==> config.mk <==
export PLATFORM = sky130hd
export DESIGN_NAME = fetch_stage
export DESIGN_NICKNAME = d
export VERILOG_FILES = /design/src/rtl/fetch_pkg.sv /design/src/rtl/fetch_slot_buffer.sv /design/src/rtl/fetch_stage.sv
export SDC_FILE = /design/constraint.sdc
export NUM_CORES = 1
export LEC_CHECK = 0
export CAP_MARGIN = 0
export CORE_MARGIN = 2
export CORE_UTILIZATION = 55
export DETAILED_ROUTE_END_ITERATION = 16
export HOLD_SLACK_MARGIN = 0.15
export PLACE_DENSITY = 0.86
export SYNTH_ARGS = -nofsm -noshare
export SYNTH_HDL_FRONTEND = slang
export SYNTH_HIERARCHICAL = 1
export SYNTH_SLANG_ARGS = --single-unit
==> constraint.sdc <==
create_clock -name clk -period 9.4 [get_ports clk]
set_input_delay 0.94 -clock clk [delete_from_list [all_inputs] [get_ports clk]]
set_output_delay 0.94 -clock clk [all_outputs]
set_load 0.05 [all_outputs]
==> src/rtl/fetch_pkg.sv <==
// Shared fetch definitions: word width, NOP encoding, reset PC,
// and the slot record held in the fetch buffer.
package fetch_pkg;
  localparam int XLEN = 32;

  typedef logic [XLEN-1:0] word_t;

  localparam word_t NOP = 32'h0000_0013;
  localparam word_t RESET_PC_DEF = 32'h0000_0000;

  typedef struct packed {
    word_t pc;
    word_t instr;
    logic  filled;
  } slot_t;

  function automatic word_t align(input word_t a);
    return {a[XLEN-1:2], 2'b00};
  endfunction
endpackage

==> src/rtl/fetch_slot_buffer.sv <==
// In-order slot buffer: allocate at tail on request, fill the oldest
// unfilled slot on response, pop the head once it is filled.
module fetch_slot_buffer
  import fetch_pkg::*;
#(
  parameter int DEPTH = 2,
  localparam int PW = $clog2(DEPTH),
  localparam int CW = PW + 1
) (
  input  logic          clk,
  input  logic          rst,
  input  logic          flush,
  input  logic          alloc,
  input  word_t         alloc_pc,
  input  logic          fill,
  input  word_t         fill_data,
  input  logic          pop,
  output logic          head_filled,
  output word_t         head_pc,
  output word_t         head_instr,
  output logic          full,
  output logic [CW-1:0] unfilled
);
  slot_t         slots [DEPTH];
  logic [PW-1:0] head;
  logic [PW-1:0] tail;
  logic [PW-1:0] fptr;
  logic [CW-1:0] count;
  logic [CW-1:0] unf;

  always_ff @(posedge clk or posedge rst) begin
    if (rst) begin
      head  <= '0;
      tail  <= '0;
      fptr  <= '0;
      count <= '0;
      unf   <= '0;
      for (int i = 0; i < DEPTH; i++)
        slots[i] <= '{pc: '0, instr: NOP, filled: 1'b0};
    end else if (flush) begin
      head  <= '0;
      tail  <= '0;
      fptr  <= '0;
      count <= '0;
      unf   <= '0;
      for (int i = 0; i < DEPTH; i++)
        slots[i].filled <= 1'b0;
    end else begin
      if (alloc) begin
        slots[tail] <= '{pc: alloc_pc, instr: NOP, filled: 1'b0};
        tail <= tail + 1'b1;
      end
      if (fill) begin
        slots[fptr].instr  <= fill_data;
        slots[fptr].filled <= 1'b1;
        fptr <= fptr + 1'b1;
      end
      if (pop)
        head <= head + 1'b1;
      count <= count + CW'(alloc) - CW'(pop);
      unf   <= unf + CW'(alloc) - CW'(fill);
    end
  end

  assign head_filled = (count != '0) && slots[head].filled;
  assign head_pc     = slots[head].pc;
  assign head_instr  = head_filled ? slots[head].instr : NOP;
  assign full        = (count == CW'(DEPTH));
  assign unfilled    = unf;
endmodule

==> src/rtl/fetch_stage.sv <==
// Instruction fetch: PC generation, request credit, and discard of
// responses that belong to a path abandoned by a redirect.
module fetch_stage
  import fetch_pkg::*;
#(
  parameter word_t RESET_PC = RESET_PC_DEF,
  parameter int    DEPTH    = 2
) (
  input  logic  clk,
  input  logic  rst,
  output logic  imem_req_valid_o,
  output word_t imem_req_addr_o,
  input  logic  imem_req_ready_i,
  input  logic  imem_rsp_valid_i,
  input  word_t imem_rsp_data_i,
  input  logic  redirect_i,
  input  word_t redirect_pc_i,
  input  logic  stall_d_i,
  output logic  instr_valid_d_o,
  output word_t instr_d_o,
  output word_t pc_d_o,
  output word_t pc_plus4_d_o
);
  localparam int CW = $clog2(DEPTH) + 1;

  word_t         pc_f;
  logic [CW-1:0] drop_cnt;
  logic [CW-1:0] unfilled;
  logic [CW:0]   inflight;
  logic          full;
  logic          head_filled;
  word_t         head_pc;
  word_t         head_instr;
  logic          hs;
  logic          pop;
  logic          fill;
  logic          credit;
  logic          unexpected;

  assign inflight = {1'b0, drop_cnt} + {1'b0, unfilled};
  assign credit   = inflight < (CW+1)'(DEPTH);

  assign instr_valid_d_o = head_filled & ~redirect_i;
  assign pop             = instr_valid_d_o & ~stall_d_i;

  // A same-cycle pop frees the head slot for the new allocation.
  assign imem_req_valid_o = (~full | pop) & credit
                          & ~redirect_i & ~rst;
  assign imem_req_addr_o  = pc_f;
  assign hs = imem_req_valid_o & imem_req_ready_i;

  assign fill = imem_rsp_valid_i & ~redirect_i
              & (drop_cnt == '0) & (unfilled != '0);
  assign unexpected = imem_rsp_valid_i & ~redirect_i
                    & (drop_cnt == '0) & (unfilled == '0);

  always_ff @(posedge clk or posedge rst) begin
    if (rst) begin
      pc_f     <= RESET_PC;
      drop_cnt <= '0;
    end else if (redirect_i) begin
      pc_f     <= align(redirect_pc_i);
      // Everything still in flight belongs to the dead path.
      drop_cnt <= CW'(inflight - (CW+1)'(imem_rsp_valid_i
                  && inflight != '0));
    end else begin
      if (hs)
        pc_f <= pc_f + 32'd4;
      if (imem_rsp_valid_i && drop_cnt != '0)
        drop_cnt <= drop_cnt - 1'b1;
    end
  end

  fetch_slot_buffer #(.DEPTH(DEPTH)) u_buf (
    .clk         (clk),
    .rst         (rst),
    .flush       (redirect_i),
    .alloc       (hs),
    .alloc_pc    (pc_f),
    .fill        (fill),
    .fill_data   (imem_rsp_data_i),
    .pop         (pop),
    .head_filled (head_filled),
    .head_pc     (head_pc),
    .head_instr  (head_instr),
    .full        (full),
    .unfilled    (unfilled)
  );

  assign instr_d_o    = head_instr;
  assign pc_d_o       = head_pc;
  assign pc_plus4_d_o = head_pc + 32'd4;

`ifndef SYNTHESIS
  always_ff @(posedge clk) begin
    if (!rst)
      assert (!unexpected)
        else $error("fetch_stage: response with nothing outstanding");
  end
`endif
endmodule
==> results.json, run 1 <==
{
  "status": "completed",
  "clk_latency_ns": 0.42,
  "synth_top_family_by_area": "multiplexers",
  "clkPwrFrac_pct": 23.8,
  "min_period_ns": 5.32,
  "vias": 6971,
  "antenna_cells": 0,
  "leakage_nw": 4.76,
  "synthFlopType": "dfrtp_1",
  "maxCapViolCount": 0,
  "ctsHoldBuffers": 0,
  "cts_buffer_depth": 2,
  "numCtsBuffers": 17,
  "setup_violations": 0,
  "synth_top_cell_by_area": "dfrtp_1",
  "cts.sinks": 169,
  "htree_levels": 4,
  "fin_skew_ns": 0.00812,
  "max-vdd-ir-drop_mv": 0.294,
  "endpoint_kind": "output pin",
  "dr.pass1.iters": 5,
  "area_growth_pct": 30.8,
  "synth_adder_area_share_pct": 1.51,
  "rsz0062_at_grt": "false",
  "die_area_um2": 17000,
  "tightest_slew_ns": 1.21,
  "num_rows": 46,
  "cts_tree": "built",
  "fin_setup_tns_ns": 0,
  "design.core.area_um2": 15700,
  "ys_async_sr_fraction_pct": 100,
  "antenna_left": 0,
  "antenna_found_initial": 0,
  "hold_violations": 0,
  "cp_max_fo": 36,
  "wl_per_cell_um": 19.4,
  "yosysSeqAreaShare_pct": 48.3,
  "io_pins": 200,
  "final_common_cell": "clkdlybuf4s50_1",
  "finalNetCount": 1033,
  "placed_cells": 1150,
  "finalNonFillerCells": 1181,
  "globalRouteOverflowTotal": 0,
  "synth_compound_area_share_pct": 12.5,
  "yosysWarnings": 6,
  "postCtsSetupBuffers": 0,
  "track_usage_pct": 27.2,
  "holdPathStages": 1,
  "avgSynthCellArea_um2": 11.3,
  "slew_headroom_pct": 19.1,
  "cts.clk_slew.worst_paths_ns": 0.06,
  "fp.dieW_um": 130,
  "syn_area_um2": 8760,
  "p_int_mw": 1.86,
  "die_h_um": 130,
  "synthMuxAreaShare_pct": 16.9,
  "final_cell_mix": "clkdlybuf4s50_1, dfrtp_1, mux2_2",
  "worst_r2r_path_depth": 10,
  "comb_power_share_pct": 44.8,
  "final.period_utilization_pct": 56.6,
  "start_kind": "register",
  "wl_mm": 22.9,
  "hp-class": "reg -> reg",
  "powerDensity_nw_per_um2": 275,
  "synth-edff-count": 0,
  "grt_pass1_wl_mm": 35.7,
  "cts_root_buffer": "clkbuf_16",
  "cp.arrival_ns": 4.38,
  "p_sw_mw": 1.29,
  "synth_cell_types": 65,
  "grt_pass1_vias": 6933,
  "synthCells": 775,
  "pwr-share-seq_pct": 31.4,
  "via_per_inst": 5.90,
  "required_ns": 8.46,
  "ys_ff_latch": 169,
  "cts_resized": 0,
  "final.setup.worst_slack_ns": 4.08,
  "swShare_pct": 40.8,
  "synth_top_area_share_pct": 46.5,
  "drc_errors": 0,
  "crit_type": "reg -> out",
  "fin_area_um2": 11500,
  "drive_gt1_share_pct": 16.8,
  "drt-initial-drc-count": 451,
  "gp_congestion": 0.857,
  "ys_top_cells_by_area": "dfrtp_1, mux2_2, a22o_1",
  "grt_max_degree": 83,
  "numPortBuffers": 195,
  "synthXorXnorAreaFrac_pct": 3.70,
  "hpwl_mm": 15.4,
  "start_util_pct": 55.8,
  "timing.fmax_mhz": 188,
  "place_ws_ns": 4.54,
  "slew_viol_final": 0,
  "synth_simple_gate_area_share_pct": 12.9,
  "placed_cell_area_um2": 10800
}
cell families after synthesis:
family                     Yosys count
AOI/OAI and AO/OA                  134
xor gates and xnor gates            37
adders and majority gates           10
buffers and inverters               77
DFF                                169
muxes                              135
other                                1
and+or+nand+nor                    212
synth_stat cells, types with 3 or more instances:
library cell  number
xnor2_1           29
nand3_1           24
nand2b_1           7
a211o_1            4
or4_1              7
a22o_1            58
mux2i_1           34
a21oi_1            4
ha_1               9
o311ai_0           9
and4_1             5
o22a_1             6
o31ai_1            3
xor2_1             8
nand2_1           46
o21ai_0           16
nor2b_1            8
buf_2             19
or3_1              7
nand4_1           16
dfrtp_1          163
inv_1             28
buf_4              9
clkbuf_1          18
nor4_1            10
and2_1             4
o2111ai_1          4
and3_1             7
a31oi_1           11
mux2_2           101
dfstp_2            6
nor2_1            55
routing by layer:
metal,global-route usage (%),wire length [µm]
met3,5.25,1230
met2,42.1,11000
met5,0,0
met1,37.8,10100
met4,11.3,583
path summary, 6_finish.rpt:
path | start | endpoint | slack [ns]
setup / recovery | u_buf/head | pc_plus4_d_o[28] | 4.08
hold / removal | u_buf/slots[90] | u_buf/slots[90] | 0.50
setup reg to reg | u_buf/head | u_buf/slots[25] | 4.85
hold reg to reg | u_buf/slots[90] | u_buf/slots[90] | 0.50
max in group asynchronous | rst | u_buf/head | 6.83
min in group asynchronous | rst | u_buf/slots[35] | 1.06
sequential cells by signal, indices dropped and copies added (netlist names):
name	count
u_buf/fptr	1
u_buf/slots	130
imem_req_addr_o	30
u_buf/unfilled	2
drop_cnt	2
u_buf/count	2
u_buf/tail	1
u_buf/head	1
critical path, cell delays in order, from the launching register on:
cell and delay, ns:
dfrtp_4 0.80, buf_4 0.58, mux2_2 0.32, nand4_1 0.14
nor4_1 0.83, nand3_1 0.21, xnor2_1 0.21, clkdlybuf4s50_1 0.82
power by group through the flow:
| stage | combinational, mW | sequential [mW] | clock (mW) |
|---|---|---|---|
| floorplan | 0.958 | 1.01 | 0 |
| global placement | 1.39 | 0.986 | 0 |
| global route | 1.48 | 1.01 | 0.789 |
| detailed placement | 1.41 | 0.995 | 0 |
| CTS | 1.42 | 0.985 | 0.758 |
| finish | 1.41 | 0.988 | 0.748 |
metrics by stage:
stage	hold slack [ns]	total power, mW	util, %
final	0.499	3.15	72.9
after global routing	0.513	3.27	72.9
after CTS	0.502	3.16	72.9
after detailed placement	0.481	2.40	68.9
after global placement	0.481	2.37	68.9
after floorplan	0.465	1.97	-
cell type report:
type                       count  area, µm²
inverter                      28        110
sequential                   169       4240
fill                        1106       4250
clock buffer                  18        439
tap                          216        270
clock inverter                13        194
multi-input combinational    534       4200
timing repair buffer         203       2010
No activity file was read; power rests on OpenSTA's default activity.
==> inputs of run 2 (changes only) <==
--- a/config.mk
+++ b/config.mk
@@ -7,10 +7,10 @@
 export LEC_CHECK = 0
 export CAP_MARGIN = 0
 export CORE_MARGIN = 2
-export CORE_UTILIZATION = 55
+export CORE_UTILIZATION = 51
 export DETAILED_ROUTE_END_ITERATION = 16
 export HOLD_SLACK_MARGIN = 0.15
-export PLACE_DENSITY = 0.86
+export PLACE_DENSITY = 0.81
 export SYNTH_ARGS = -nofsm -noshare
 export SYNTH_HDL_FRONTEND = slang
 export SYNTH_HIERARCHICAL = 1
==> constraint.sdc (replaced) <==
create_clock -name clk -period 5.6 [get_ports clk]
set_input_delay 0.56 -clock clk [delete_from_list [all_inputs] [get_ports clk]]
set_output_delay 0.56 -clock clk [all_outputs]
set_load 0.05 [all_outputs]
==> run 2 against run 1 <==
Via count increased by 0.42%; power increased by 69%; clock-buffer cell count increased by 4; critical path depth decreased by 1; final cell count increased by 0.93%; sequential power increased by 68%; wire length increased by 1.8%; sequential share of layout area decreased by 0.23 points; clock power increased by 72%; largest cell class unchanged; final area increased by 0.62%; critical path type unchanged.
==> results.json, run 2 (synthesis results as in run 1) <==
{
  "status": "completed",
  "cp.arrival_ns": 4.02,
  "drt-initial-drc-count": 367,
  "clk_latency_ns": 0.43,
  "wl_mm": 23.3,
  "grt_pass1_wl_mm": 37.1,
  "setup_violations": 0,
  "grt_pass1_vias": 6787,
  "numPortBuffers": 195,
  "powerDensity_nw_per_um2": 461,
  "min_period_ns": 4.58,
  "endpoint_kind": "output pin",
  "final.period_utilization_pct": 81.8,
  "via_per_inst": 5.87,
  "die_area_um2": 18200,
  "final_common_cell": "clkdlybuf4s50_1",
  "hp-class": "reg -> reg",
  "gp_congestion": 0.820,
  "io_pins": 200,
  "power_mw": 5.32,
  "cts.clk_slew.worst_paths_ns": 0.06,
  "start_kind": "register",
  "design.core.area_um2": 16700,
  "dr.pass1.iters": 4,
  "fin_area_um2": 11500,
  "drive_gt1_share_pct": 17.2,
  "grt_max_degree": 99,
  "slew_viol_final": 0,
  "worst_r2r_path_depth": 8,
  "hold_violations": 0,
  "crit_type": "reg -> out",
  "finalNetCount": 1038,
  "maxCapViolCount": 0,
  "leakage_nw": 4.81,
  "required_ns": 5.04,
  "fin_skew_ns": 0.00849,
  "htree_levels": 4,
  "tightest_slew_ns": 1.02,
  "largest_register_ffs": 130,
  "antenna_found_initial": 1,
  "cts_buffer_depth": 2,
  "globalRouteOverflowTotal": 0,
  "start_util_pct": 52.5,
  "finalNonFillerCells": 1192,
  "final_cell_mix": "clkdlybuf4s50_1, dfrtp_1, mux2_2",
  "track_usage_pct": 26.1,
  "rsz0062_at_grt": "false",
  "cp_max_fo": 38,
  "fp.dieW_um": 135,
  "hpwl_mm": 15.5,
  "holdPathStages": 1,
  "ctsHoldBuffers": 0,
  "max-vdd-ir-drop_mv": 0.442,
  "wl_per_cell_um": 19.5,
  "placed_cells": 1159,
  "timing.fmax_mhz": 218,
  "drc_errors": 0,
  "die_h_um": 135,
  "cts_tree": "built",
  "regMostFlops": "u_buf/slots",
  "slew_headroom_pct": 31.9,
  "postCtsSetupBuffers": 0,
  "n_fill_cell": 1286,
  "cts_root_buffer": "clkbuf_16",
  "placed_cell_area_um2": 10900,
  "area_growth_pct": 31.6,
  "cts.sinks": 169,
  "holdWs_ns": 0.496,
  "antenna_left": 0,
  "num_rows": 47,
  "numCtsBuffers": 17,
  "vias": 7000,
  "cts_resized": 0,
  "fin_setup_tns_ns": 0
}
## run 2: cell count changes in the layout (fill, tap and decap cells not counted), sizes merged
cell,previous run,this run
clkinvlp,4,1
clkinv,2,4
inv,31,29
diode,0,1
clkbuf,18,22
buf,9,14
## run 2: final timing paths
| kind | startpoint | to | slack, ns |
|---|---|---|---|
| setup / recovery | u_buf/head | pc_plus4_d_o[30] | 1.02 |
| hold / removal | u_buf/slots[73] | u_buf/slots[73] | 0.50 |
| setup reg to reg | u_buf/head | u_buf/slots[114] | 1.55 |
| hold reg to reg | u_buf/slots[73] | u_buf/slots[73] | 0.50 |
| max in group asynchronous | rst | u_buf/slots[24] | 3.75 |
| min in group asynchronous | rst | imem_req_addr_o[3] | 0.73 |
## run 2: cell type report
class / count / area (µm²) / area share (%)
antenna: 1 / 2.50 / 0.0217
clock buffer: 22 / 484 / 4.20
clock inverter: 10 / 164 / 1.42
inverter: 28 / 110 / 0.955
multi-input combinational: 534 / 4210 / 36.5
sequential: 169 / 4240 / 36.8
tap: 220 / 275 / 2.39
timing repair buffer: 208 / 2040 / 17.7
## run 2: per-stage QoR
step / setup slack (ns) / utilization, %
floorplan: 1.38 / -
global placement: 1.52 / 65.1
detailed placement: 1.49 / 65.1
CTS: 1.01 / 69.0
global route: 0.709 / 69.0
finish: 1.02 / 69.0
## run 2: power breakdown
part	internal (mW)	total, mW	switching [mW]
combinational	0.883	2.37	1.49
sequential	1.48	1.66	0.173
clock	0.796	1.29	0.489
total	3.16	5.32	2.15
## run 2: routing by layer
layer	global-route usage (%)	share of wire, %	vias up
met4	8.10	1.8	0
met1	37.6	46	3554
met3	4.47	4.9	27
met2	40.5	48	206
li1	-	-	3213
met5	0	0	-
## run 2: critical path, cell delays in order, from the launching register on
cell and delay (ns):
dfrtp_4 0.84, mux2_2 0.37, nand4_1 0.25, nor4_1 0.88, nand4_1 0.23, xnor2_1 0.19
clkdlybuf4s50_1 0.82
==> inputs of run 3 (changes only) <==
==> constraint.sdc (replaced) <==
create_clock -name clk -period 4.3 [get_ports clk]
set_input_delay 0.43 -clock clk [delete_from_list [all_inputs] [get_ports clk]]
set_output_delay 0.43 -clock clk [all_outputs]
set_load 0.05 [all_outputs]
==> run 3 against run 2 <==
Via count grew 0.30%; clock-buffer cell count is the same; critical path type unchanged; die area is the same; final area grew 0.12%; sequential share of layout area is essentially flat; largest power group unchanged; critical endpoint is now pc_plus4_d_o[20].
==> results.json, run 3 (synthesis results as in run 1) <==
{
  "clk_latency_ns": 0.42,
  "slew_viol_final": 0,
  "fin_setup_tns_ns": 0,
  "area_growth_pct": 31.7,
  "regMostFlops": "u_buf/slots",
  "cts_root_buffer": "clkbuf_16",
  "dr.pass1.iters": 5,
  "worst_r2r_path_depth": 10,
  "largest_register_ffs": 130,
  "powerDensity_nw_per_um2": 593,
  "fp.dieW_um": 135,
  "setup_violations": 0,
  "track_usage_pct": 25.5,
  "wl_mm": 23.0,
  "ctsHoldBuffers": 0,
  "r2r_end": "u_buf/slots[15]",
  "cp.arrival_ns": 3.60,
  "rsz0062_at_grt": "false",
  "drc_errors": 0,
  "grt_pass1_wl_mm": 36.4,
  "antenna_left": 0,
  "hpwl_mm": 15.7,
  "fin_area_um2": 11500,
  "num_rows": 47,
  "die_h_um": 135,
  "drive_gt1_share_pct": 18.0,
  "min_period_ns": 4.03,
  "io_pins": 200,
  "maxCapViolCount": 0,
  "timing.fmax_mhz": 248,
  "hold_end": "u_buf/slots[69]",
  "r2r_slack_ns": 1.00,
  "postCtsSetupBuffers": 0,
  "cts_resized": 0,
  "grt_pass1_vias": 6896,
  "drt-initial-drc-count": 451,
  "final_common_cell": "clkdlybuf4s50_1",
  "cts.sinks": 169,
  "start_kind": "register",
  "start_util_pct": 52.5,
  "hold_violations": 0,
  "via_per_inst": 5.87,
  "final_cell_mix": "clkdlybuf4s50_1, dfrtp_1, mux2_2",
  "reg2reg_from": "drop_cnt[0]",
  "hp-class": "reg -> reg",
  "crit_type": "reg -> out",
  "status": "completed",
  "holdPathStages": 1,
  "cts_tree": "built",
  "vias": 7021,
  "placed_cell_area_um2": 10900,
  "max-vdd-ir-drop_mv": 0.744,
  "design.core.area_um2": 16700,
  "cts.clk_slew.worst_paths_ns": 0.06,
  "endpoint_kind": "output pin",
  "numCtsBuffers": 17,
  "fin_skew_ns": 0.00765,
  "gp_congestion": 0.842,
  "finalNetCount": 1044,
  "die_area_um2": 18200,
  "slew_headroom_pct": 34.8,
  "antenna_found_initial": 0,
  "leakage_nw": 4.82,
  "wl_per_cell_um": 19.2,
  "globalRouteOverflowTotal": 0,
  "grt_max_degree": 107,
  "cts_buffer_depth": 2,
  "antenna_cells": 0,
  "cp_max_fo": 21,
  "htree_levels": 4,
  "hp-start": "u_buf/slots[69]",
  "final.period_utilization_pct": 93.7,
  "numPortBuffers": 195,
  "required_ns": 3.87,
  "tightest_slew_ns": 0.979
}
==> run 3: changes by cell type in the layout (fill, tap and decap cells not counted), sizes merged <==
cell           change
diode              -1
clkinv             -3
clkdlybuf4s50      -5
clkinvlp           +3
buf               +11
==> run 3: worst max path at each step <==
stage | from | end | slack, ns | depth (start not counted)
2_1_floorplan | rst | u_buf/count[0] | 0.21 | 1
3_3_place_gp | u_buf/head | pc_plus4_d_o[20] | 0.77 | 6
3_5_place_dp | u_buf/head | pc_plus4_d_o[20] | 0.75 | 6
4_1_cts | u_buf/head | pc_plus4_d_o[20] | 0.29 | 6
5_1_grt | u_buf/head | pc_plus4_d_o[20] | 0.11 | 6
6_report | u_buf/head | pc_plus4_d_o[20] | 0.27 | 6
==> run 3: through the flow <==
stage / setup WS (ns) / power (mW) / hold slack, ns / util [%] / cells
2_1_floorplan: 0.212 / 4.30 / 0.465 / - / 780
3_3_place_gp: 0.767 / 5.20 / 0.481 / 65.3 / 1165
3_5_place_dp: 0.750 / 5.24 / 0.481 / 65.3 / 1165
4_1_cts: 0.292 / 6.88 / 0.501 / 69.1 / 1197
5_1_grt: 0.111 / 7.13 / 0.511 / 69.1 / 1197
6_report: 0.272 / 6.85 / 0.499 / 69.1 / 1197
==> run 3: power by group <==
part,switching (mW),leakage [nW],internal [mW]
clock network,0.612,0.293,1.01
registers,0.222,2.20,1.93
logic,1.93,2.33,1.14
==> run 3: routing by layer <==
| metal | track usage, % | up-vias | part of all wire, % |
|---|---|---|---|
| met2 | 40.7 | 217 | 47 |
| met1 | 35.4 | 3535 | 45 |
| met5 | 0 | - | 0 |
| met4 | 8.51 | 0 | 2.1 |
| met3 | 4.99 | 32 | 5.6 |
| li1 | - | 3237 | - |
==> run 3: critical path: stages (launching register included) <==
cell and delay (ns):
dfrtp_4 0.64, mux2_2 0.36, nand4_1 0.40, nor4_1 0.60, nand4_1 0.18, xnor2_1 0.16
clkdlybuf4s50_1 0.82
==> run 3: area by class of cell <==
cell class,count,area (µm²)
clock inverter,10,168
multi-input combinational,534,4210
inverter,28,110
timing repair buffer,214,2080
clock buffer,22,464
sequential,169,4240
tap,220,275
fill,1272,5160
